==> config.mk <==
export PLATFORM = sky130hd
export DESIGN_NAME = srsg_multi
export DESIGN_NICKNAME = d
export VERILOG_FILES = /design/src/rtl/srsg_multi.sv
export SDC_FILE = /design/constraint.sdc
export NUM_CORES = 1
export LEC_CHECK = 0
export ABC_CLOCK_PERIOD_IN_PS = 5800
export CAP_MARGIN = 40
export CORE_ASPECT_RATIO = 0.5
export CORE_UTILIZATION = 53
export DETAILED_ROUTE_END_ITERATION = 10
export PLACE_DENSITY_LB_ADDON = 0.3
export SLEW_MARGIN = 0
export SYNTH_ARGS = -nofsm -noshare
export SYNTH_HDL_FRONTEND = slang
export SYNTH_SLANG_ARGS = --single-unit
export TNS_END_PERCENT = 30
==> constraint.sdc <==
create_clock -name clk -period 5.8 [get_ports clk]
set_input_delay 1.16 -clock clk [delete_from_list [all_inputs] [get_ports clk]]
set_output_delay 1.16 -clock clk [all_outputs]
set_load 0.05 [all_outputs]
==> src/rtl/srsg_multi.sv <==
// srsg_multi -- multi-channel shift-register sequence generator for STUMPS BIST.
//
// A Galois LFSR drives CHANNELS scan chains through an XOR phase shifter.
// The block also frames the test: chainLen shift cycles and then one capture
// cycle, repeated patternCount times. It uses a start/done handshake.
//
// Ports:
//   clk, internalRst        clock; asynchronous active-high reset
//   start, abort            run control (abort has priority over start)
//   SRSG_Poly, SRSG_Seed    feedback taps / initial state (sampled on start)
//   chainLen, patternCount  framing (sampled on start)
//   SRSG_Out                scan-in data, one bit per chain
//   shiftEn, captureEn      scan chain control
//   busy, done              run status
//   lfsrState               raw LFSR register

// Per-chain phase shifter tap pair.
module srsg_phase_lane (
  input  logic a_i,
  input  logic b_i,
  output logic y_o
);
  assign y_o = a_i ^ b_i;
endmodule

module srsg_multi #(
  parameter int SRSG_Size = 32,
  parameter int CHANNELS  = 4,
  parameter int CNT_W     = 16
) (
  input  logic                 clk,
  input  logic                 internalRst,
  input  logic                 start,
  input  logic                 abort,
  input  logic [SRSG_Size-1:0] SRSG_Poly,
  input  logic [SRSG_Size-1:0] SRSG_Seed,
  input  logic [CNT_W-1:0]     chainLen,
  input  logic [CNT_W-1:0]     patternCount,
  output logic [CHANNELS-1:0]  SRSG_Out,
  output logic                 shiftEn,
  output logic                 captureEn,
  output logic                 busy,
  output logic                 done,
  output logic [SRSG_Size-1:0] lfsrState
);

  localparam int HALF = SRSG_Size / 2;

  typedef enum logic [1:0] {IDLE, SHIFT, CAPTURE, DONE} state_t;

  state_t               state_q, state_d;
  logic [SRSG_Size-1:0] lfsr_q, lfsr_d;
  logic [SRSG_Size-1:0] poly_q, poly_d;
  logic [CNT_W-1:0]     shcnt_q, shcnt_d;
  logic [CNT_W-1:0]     patcnt_q, patcnt_d;
  logic [CNT_W-1:0]     len_q, len_d;
  logic [CNT_W-1:0]     npat_q, npat_d;

  logic [SRSG_Size-1:0] lfsr_adv;
  logic [CNT_W-1:0]     patcnt_inc;

  // Galois step: shift left, fold the MSB back through the tap mask.
  assign lfsr_adv   = {lfsr_q[SRSG_Size-2:0], 1'b0}
                    ^ ({SRSG_Size{lfsr_q[SRSG_Size-1]}} & poly_q);
  assign patcnt_inc = patcnt_q + CNT_W'(1);

  always_comb begin
    state_d  = state_q;
    lfsr_d   = lfsr_q;
    poly_d   = poly_q;
    shcnt_d  = shcnt_q;
    patcnt_d = patcnt_q;
    len_d    = len_q;
    npat_d   = npat_q;
    if (abort) begin
      // The LFSR keeps its value so that software can read the state where the run stopped.
      state_d = IDLE;
    end else begin
      case (state_q)
        IDLE, DONE: begin
          if (start) begin
            poly_d   = SRSG_Poly;
            lfsr_d   = (SRSG_Seed == '0) ? SRSG_Size'(1) : SRSG_Seed;
            len_d    = (chainLen == '0) ? CNT_W'(1) : chainLen;
            npat_d   = patternCount;
            shcnt_d  = '0;
            patcnt_d = '0;
            state_d  = (patternCount == '0) ? DONE : SHIFT;
          end
        end
        SHIFT: begin
          lfsr_d  = lfsr_adv;
          shcnt_d = shcnt_q + CNT_W'(1);
          if (shcnt_q == len_q - CNT_W'(1)) state_d = CAPTURE;
        end
        CAPTURE: begin
          shcnt_d  = '0;
          patcnt_d = patcnt_inc;
          state_d  = (patcnt_inc == npat_q) ? DONE : SHIFT;
        end
        default: state_d = IDLE;
      endcase
    end
  end

  always_ff @(posedge clk or posedge internalRst) begin
    if (internalRst) begin
      state_q  <= IDLE;
      lfsr_q   <= '0;
      poly_q   <= '0;
      shcnt_q  <= '0;
      patcnt_q <= '0;
      len_q    <= '0;
      npat_q   <= '0;
    end else begin
      state_q  <= state_d;
      lfsr_q   <= lfsr_d;
      poly_q   <= poly_d;
      shcnt_q  <= shcnt_d;
      patcnt_q <= patcnt_d;
      len_q    <= len_d;
      npat_q   <= npat_d;
    end
  end

  for (genvar c = 0; c < CHANNELS; c++) begin : g_lane
    srsg_phase_lane u_lane (
      .a_i (lfsr_q[c]),
      .b_i (lfsr_q[c+HALF]),
      .y_o (SRSG_Out[c])
    );
  end

  assign shiftEn   = (state_q == SHIFT);
  assign captureEn = (state_q == CAPTURE);
  assign busy      = (state_q == SHIFT) || (state_q == CAPTURE);
  assign done      = (state_q == DONE);
  assign lfsrState = lfsr_q;

endmodule

Yosys cells after proc, flatten, opt, wreduce, memory -nomap -nowiden. Index checks and enable logic that the tools add are counted.

Flip-flop bits (word level): 130. Bits of input ports: 100. Output and inout port bits: 40. Word-level logic and storage cells: 51.

$add $sub $neg: 3. Equality and inequality tests: 8. Muxes and demuxes: 13. Bitwise operators: 7. Reduce and logical (&&, ||, !) cells: 13.

Operators by type and width (count): 32-bit two-way mux (2); 32-bit case mux with 2 select lines (1); 16-bit case mux with 3 select lines (1); 16-bit by 1-bit adder with 16-bit output, second input constant (2); 32-bit bitwise AND (1); 16-bit == test (2); 16-bit logical NOT (2); 32-bit logical NOT (1); 16-bit two-way mux (2); 16-bit case mux with 2 select lines (1); 32-bit bitwise XOR (1); 16-bit by 1-bit subtractor with 16-bit output, second input constant (1); 2-bit two-way mux (5); 3-bit AND reduction (3); 2-bit case mux with 3 select lines (1); 2-bit == test, second input constant (2); 2-bit AND reduction (2); 2-bit nonzero test (2); 1-bit bitwise XOR (4); 3-bit by 2-bit != test with 1-bit output, second input constant (1); 3-bit != test, second input constant (1); 2-bit by 1-bit == test with 1-bit output, second input constant (1); 2-bit logical NOT (1); 2-bit != test, second input constant (1); other kinds (3) (3).

Logic depth before layout (Yosys ltp).
Word-level depth: 5. Gate-level depth with buffers: 9. Mapped depth without buffers: 9.

Hierarchy. A second synthesis with hierarchy kept.

Cell total of the unflattened synthesis: 748. Area, all modules: 7101.8 um^2.

Modules (own cells, without submodules): srsg_multi (times used 1, cells an instance 744, area each 7066.8 um^2, sequential area each 3253.1 um^2); srsg_phase_lane (times used 4, cells an instance 1, area each 8.8 um^2, sequential area each 0.0 um^2).

Worst setup path after synthesis. No wires, ideal clock.

Path type: input -> register. Start: input port start. End: register state_q[1]. Library setup time: 0.096 ns. Arrival: 2.331 ns. Required time: 5.704 ns. Slack: 3.374 ns. Cell stages on the path: 7. Path buffers: 0. Cell sequence: nor2b_1 -> nor3_1 -> nand3_1 -> nor4_1 -> o2111ai_1 -> o221a_1 -> a311oi_2.

Cells in the longest elaborated chain, start to end: 2.

RTL lines: from (decl) (line 33) `input logic start,`; 3-bit != test (no source line); 2-bit AND reduction (no source line); to (signal assigned) (line 116) `state_q <= state_d;`; to (decl) (line 51) `state_t state_q, state_d;`.

Every way passes these cells. A chain may end at the register's enable or synchronous reset.

Worst setup path in the final report.
Start: register state_q[0]. End: output port captureEn.

Cells in the longest elaborated chain, start to end: 1.

RTL lines: 2-bit == test (line 135) `assign captureEn = (state_q == CAPTURE);`; to (decl) (line 41) `output logic captureEn,`.

Every way passes these cells.

==> flow_summary.yaml <==
status:
  outcome: "finished clean"
power:
  post-layout-total-power_w: 0.005024
  power_leakage_nw: 3.827
  vdd.ir_drop.worst_mv: 0.4622
  power_per_standard_cell_area_nw_per_um2: 532.9
sta:
  final_hold_viol_count: 0
  final-max-slew-violation-count: 0
  period_minus_slack_ns: 3.697
  finalSetupViolations: 0
  rsz0062_at_grt: "false"
  setup-tns-final_ns: 0
  max_slew_margin: 0.4267
  achievable-frequency_mhz: 270.5
  period_share: 0.6374
  clock_skew_ns: 0.009068
  worstMarginPinSlew_ns: 0.8600
  finalWorstSetupSlack_ns: 2.103
global_routing:
  grt_max_degree: 75
  track_usage: 0.2588
  vias_in_the_first_global_route: 5879
  grt_pass1_wl_um: 29440
  grt.overflow.total: 0
  grt_antenna_before_repair: 0
critical_path:
  rrSetupSlack_ns: 2.81
  crit_path_max_fanout: 23
  worstSetupEndpointType: "output pin"
  worstRegToRegCells: 8
  worst-path-buf-inv: 2
  largest_delay_contributor_family_on_the_critical_path: "buffers and inverters"
  cp.required_ns: 4.64
  crit_chain: "inv_1, ha_1, clkdlybuf4s50_1"
  r2r-end: "state_q[1]"
  startpoint: "state_q[0]"
  worstSetupStartpointType: "register"
  critPathSlowestCell: "sky130_fd_sc_hd__clkdlybuf4s50_1"
  critical_path.max_stage_delay_ns: 0.95
  worstSetupPathType: "reg -> out"
  regToRegStartpoint: "patcnt_q[0]"
  arrival_ns: 2.54
drt:
  wl_per_cell_um: 16.38
  detail_route.vias_per_cell: 5.692
  drc: 0
  vias_post_dr: 6176
  detailed_router_s_first_iteration_violation_count: 412
  finalWirelength_um: 17770
  drt.antenna.violating_nets: 0
  drt-pass1-iter-count: 5
clocking:
  cts_tree: "built"
  cts.clk_slew.worst_paths_ns: 0.06
  cts_buffer_depth: 2
  cts.sink_count: 130
  post_cts_buffers: 0
  post_cts_resize_count: 0
  cts_bufs_inserted: 17
  maximum_level_of_the_cts_h_tree: 4
  master_cell_of_the_clock_root_buffer: "sky130_fd_sc_hd__clkbuf_16"
  hold_buffers: 0
  clkLatencyLatePin_ns: 0.42
floorplanning:
  num_io_pins: 140
  floorplan.die.width_um: 168.8
  die_area_um2: 14420
  start_util: 0.5443
  die-height_um: 85.42
  core_region_area_um2: 13550
  num_rows: 30
yosys:
  postSynthCellCount: 776
  number_of_synthesized_flops_with_an_enable_pin: 0
  synth_ff_type: "sky130_fd_sc_hd__dfrtp_1"
  syn_nets: 882
  post_synth_num_cell_types: 60
  syn_area_um2: 7376
  yosys-top-cells-area: "sky130_fd_sc_hd__dfrtp_1 44%, sky130_fd_sc_hd__mux2_2 9.8%, sky130_fd_sc_hd__nand2_1 7.1%"
  ys_warn_count: 0
  syn-mean-instance-area_um2: 9.505
  synth_async_sr_flop_share: 1.000
  synth_seq_area_share: 0.4411
  synth_top_area_share: 0.4411
  synth.ff_latch_count: 130
  post-synth-top-area-cell: "sky130_fd_sc_hd__dfrtp_1"
min_path:
  worst_hold_path.num_cells: 1
  hold_path_end: "poly_q[2]"
  min-delay-path-class: "reg -> reg"
  holdCritStartpoint: "poly_q[2]"
place:
  port-buffer-count: 139
  finalWeightedCongestion: 0.8675
  pre_cts_ws_ns: 2.566
  post_dp_hpwl_um: 12310
cells_and_area:
  share_of_cells_above_drive_strength_1: 0.1321
  mostFrequentLayoutCells: "139 x sky130_fd_sc_hd__nand2_1, 139 x sky130_fd_sc_hd__clkdlybuf4s50_1, 130 x sky130_fd_sc_hd__dfrtp_1"
  postLayoutCoreUtil: 0.6958
  diodes: 0
  finalNetCount: 986
  areaGrowthSynthToFinish_pct: 27.84
job:
  maxCapViolations: 0
-- report_power, final --
group          leakage, nW  switching (W)  internal (W)
clock                0.303       0.000448      0.000691
combinational         1.91        0.00131      0.000944
sequential            1.61       0.000367       0.00126
-- cell usage after synthesis, types with 3 or more instances --
cell type	number
sky130_fd_sc_hd__nor2_1	28
sky130_fd_sc_hd__nand3_1	18
sky130_fd_sc_hd__buf_4	13
sky130_fd_sc_hd__mux2_2	64
sky130_fd_sc_hd__o31ai_1	12
sky130_fd_sc_hd__or3_1	7
sky130_fd_sc_hd__nor2b_1	5
sky130_fd_sc_hd__dfrtp_1	130
sky130_fd_sc_hd__nand4_1	17
sky130_fd_sc_hd__nand3b_1	3
sky130_fd_sc_hd__mux2i_1	6
sky130_fd_sc_hd__buf_1	8
sky130_fd_sc_hd__o22ai_1	3
sky130_fd_sc_hd__a21oi_1	12
sky130_fd_sc_hd__inv_1	10
sky130_fd_sc_hd__clkbuf_1	33
sky130_fd_sc_hd__xor2_1	54
sky130_fd_sc_hd__nor3_1	8
sky130_fd_sc_hd__o21ai_0	80
sky130_fd_sc_hd__a31oi_1	5
sky130_fd_sc_hd__nor4_1	21
sky130_fd_sc_hd__a311oi_1	3
sky130_fd_sc_hd__buf_2	6
sky130_fd_sc_hd__or4_1	4
sky130_fd_sc_hd__and3_1	6
sky130_fd_sc_hd__ha_1	6
sky130_fd_sc_hd__a22o_1	5
sky130_fd_sc_hd__xnor2_1	30
sky130_fd_sc_hd__nand2_1	139
-- routing by layer --
metal	vias to the layer above	GRT usage	wire, um
met2	205	0.4309	8645
met4	0	0.05372	184
met5	-	0	0
met3	26	0.05037	890
li1	2925	-	-
met1	3020	0.3538	8052
-- through the flow --
step	hold slack [ns]	cells	cell area [um^2]
after floorplan	0.4793	776	7376
after global placement	0.4877	1051	8761
after detailed placement	0.4935	1053	8808
after CTS	0.5078	1085	9429
after global routing	0.5202	1085	9429
final	0.5048	1085	9429
-- cell type report --
cell class / instances / area (um^2)
clock buffers: 17 / 425.4
repair buffers: 147 / 1484
fillers: 1029 / 4121
inverters: 10 / 40.04
flip-flops and latches: 130 / 3253
well taps: 192 / 240.2
clock inverters: 15 / 195.2
multi-input cells: 574 / 3791
-- state kept, by name (all words and copies together) (netlist names) --
name,cells
len_q,16
npat_q,16
lfsrState,32
shcnt_q,16
poly_q,32
state_q,2
patcnt_q,16
-- worst register-to-register path, stage by stage (launching register included) --
cell and delay [ns]:
sky130_fd_sc_hd__dfrtp_1 0.47, sky130_fd_sc_hd__ha_1 0.40, sky130_fd_sc_hd__nand4_1 0.24, sky130_fd_sc_hd__or4_1 0.65, sky130_fd_sc_hd__xnor2_1 0.21, sky130_fd_sc_hd__nand3_1 0.09
sky130_fd_sc_hd__nor4_1 0.26, sky130_fd_sc_hd__nand4_1 0.25, sky130_fd_sc_hd__a311oi_2 0.32
-- worst max-delay path by stage --
stage	to	slack, ns	cells after the start
2_1_floorplan	len_q[0]	1.17	1
3_3_place_gp	lfsrState[31]	2.50	6
3_5_place_dp	captureEn	2.57	3
4_1_cts	captureEn	2.11	3
5_1_grt	captureEn	2.00	3
6_report	captureEn	2.10	3
-- cell families (layout without fill, tap and decap cells) --
kind of cell             Yosys count  in the layout  synth area share
flip-flops                       130            130            0.4411
AND/OR/NAND/NOR                  274            274            0.1822
buffers and inverters             72            189           0.04546
AO/OA/AOI/OAI                    139            139            0.1142
XOR/XNOR                          84             84           0.09974
multiplexers                      70             70            0.1059
adder cells (fa/ha/maj)            7              7           0.01153
Note: power is estimated with default switching activity, not from simulation.
==> edit (config.mk and constraints unchanged) <==
`lfsr_q` no longer has a reset.
--- a/src/rtl/srsg_multi.sv
+++ b/src/rtl/srsg_multi.sv
@@ -106,7 +106,6 @@
   always_ff @(posedge clk or posedge internalRst) begin
     if (internalRst) begin
       state_q  <= IDLE;
-      lfsr_q   <= '0;
       poly_q   <= '0;
       shcnt_q  <= '0;
       patcnt_q <= '0;
@@ -114,13 +113,16 @@
       npat_q   <= '0;
     end else begin
       state_q  <= state_d;
-      lfsr_q   <= lfsr_d;
       poly_q   <= poly_d;
       shcnt_q  <= shcnt_d;
       patcnt_q <= patcnt_d;
       len_q    <= len_d;
       npat_q   <= npat_d;
     end
+  end
+
+  always_ff @(posedge clk) begin
+    lfsr_q <= lfsr_d;
   end
 
   for (genvar c = 0; c < CHANNELS; c++) begin : g_lane
Behaviour: not the same (a bounded check fails within 4 cycles, from zero or initial values and one cycle with internalRst high).
==> edit against the unedited design <==
- area after synthesis down 2.4%
- routed wire length down 1.3%
- combinational power down 37%
- global-route usage up 0.50 points
- largest power group is now registers
- design area down 2.1%
- sequential cell count unchanged
- critical path type is now in2reg
- clock skew up 0.0081 ns
- count of clock-buffer cells in the layout up 1
- total power down 20%
- setup slack better by 0.24 ns
- die area down 2.4%
- core utilization up 1.7 points
==> edit: results <==
metrics = {
    "global_route": {
        "grt_pass1_vias": 5586,
        "grt_use_met1_pct": 33.1,
        "grt_pass1_wl_um": 28700,
        "grt_max_degree": 50,
        "met3_usage_pct": 5.70,
        "track_usage_pct": 26.4,
    },
    "clock_network": {
        "cts_setup_buffers": 0,
    },
    "logic_synthesis": {
        "synth_common_cells": "dfrtp_1, nand2_1, mux2_2",
        "ys_seq_area_share_pct": 47.4,
        "synth_fp_nets": 773,
        "synth.top_cells.by_area": "dfrtp_1, edfxtp_1, mux2_2",
        "synth_edf_count": 32,
        "ys_types": 67,
        "syn-instance-count": 667,
        "async_flop_share_pct": 75.4,
    },
    "setup_path": {
        "path_max_fanout": 24,
        "r2r_end": "patcnt_q[14]",
        "r2r_slack_ns": 2.74,
        "path_class": "in2reg",
        "arrival_ns": 3.75,
        "reg2reg_from": "state_q[0]",
        "cpPeakStageDelay_ns": 0.58,
    },
    "outcome": {
        "status": "finished, final reports clean",
    },
    "power_and_ir_drop": {
        "p_comb_w": 0.00142,
        "pwr-share-seq_pct": 38.3,
        "cellLeakagePower_nw": 3.64,
        "power.internal_w": 0.00251,
        "ir_drop_mv": 0.312,
    },
    "routing": {
        "drtIter0Drc": 348,
        "drtPass1Iterations": 6,
        "wl_met1_um": 7550,
        "routed_wl_um": 17500,
        "routed-wl-met2_um": 8750,
    },
    "min_path": {
        "min_to": "poly_q[21]",
    },
    "placed_design": {
        "placed_area_um2": 8660,
        "hpwl_um": 12300,
        "placed_cells": 936,
        "place_congestion": 0.910,
        "pre_cts_slack_ns": 2.01,
    },
    "sta": {
        "fmax_mhz": 290,
        "worst_pin_slew_ns": 0.823,
        "whs_ns": 0.509,
        "fin_worst_skew_ns": 0.0171,
    },
    "layout": {
        "layout-drive-gt1-share_pct": 15.5,
        "finalNetCount": 891,
        "fillers": 912,
        "stdcell_count": 968,
    },
}
edit: changes by cell type after synthesis, moves of 4 or more:
cell	delta
nor2_1	+8
o21ai_0	-49
edfxtp_1	+32
nand4_1	-7
a22o_1	+27
nand2b_1	+4
xnor2_1	+27
clkbuf_1	-9
o31ai_1	-8
nand2_1	-73
dfrtp_1	-32
xor2_1	-28
and2_1	+5
edit: kinds of logic after synthesis:
kind of cell | synth area share [%]
multiplexers | 10.3
AND/OR/NAND/NOR | 16.0
XOR/XNOR | 10.1
adder cells (fa/ha/maj) | 1.04
buffers and inverters | 4.08
flip-flops | 47.4
AO/OA/AOI/OAI | 11.1
edit: final cells by class:
type                    count  share of cell area (%)
multi-input cells         476                    37.9
flip-flops and latches    130                    37.0
repair buffers            147                    16.1
clock buffers              18                    4.76
well taps                 170                    2.30
clock inverters            14                    1.44
inverters                  13                   0.556
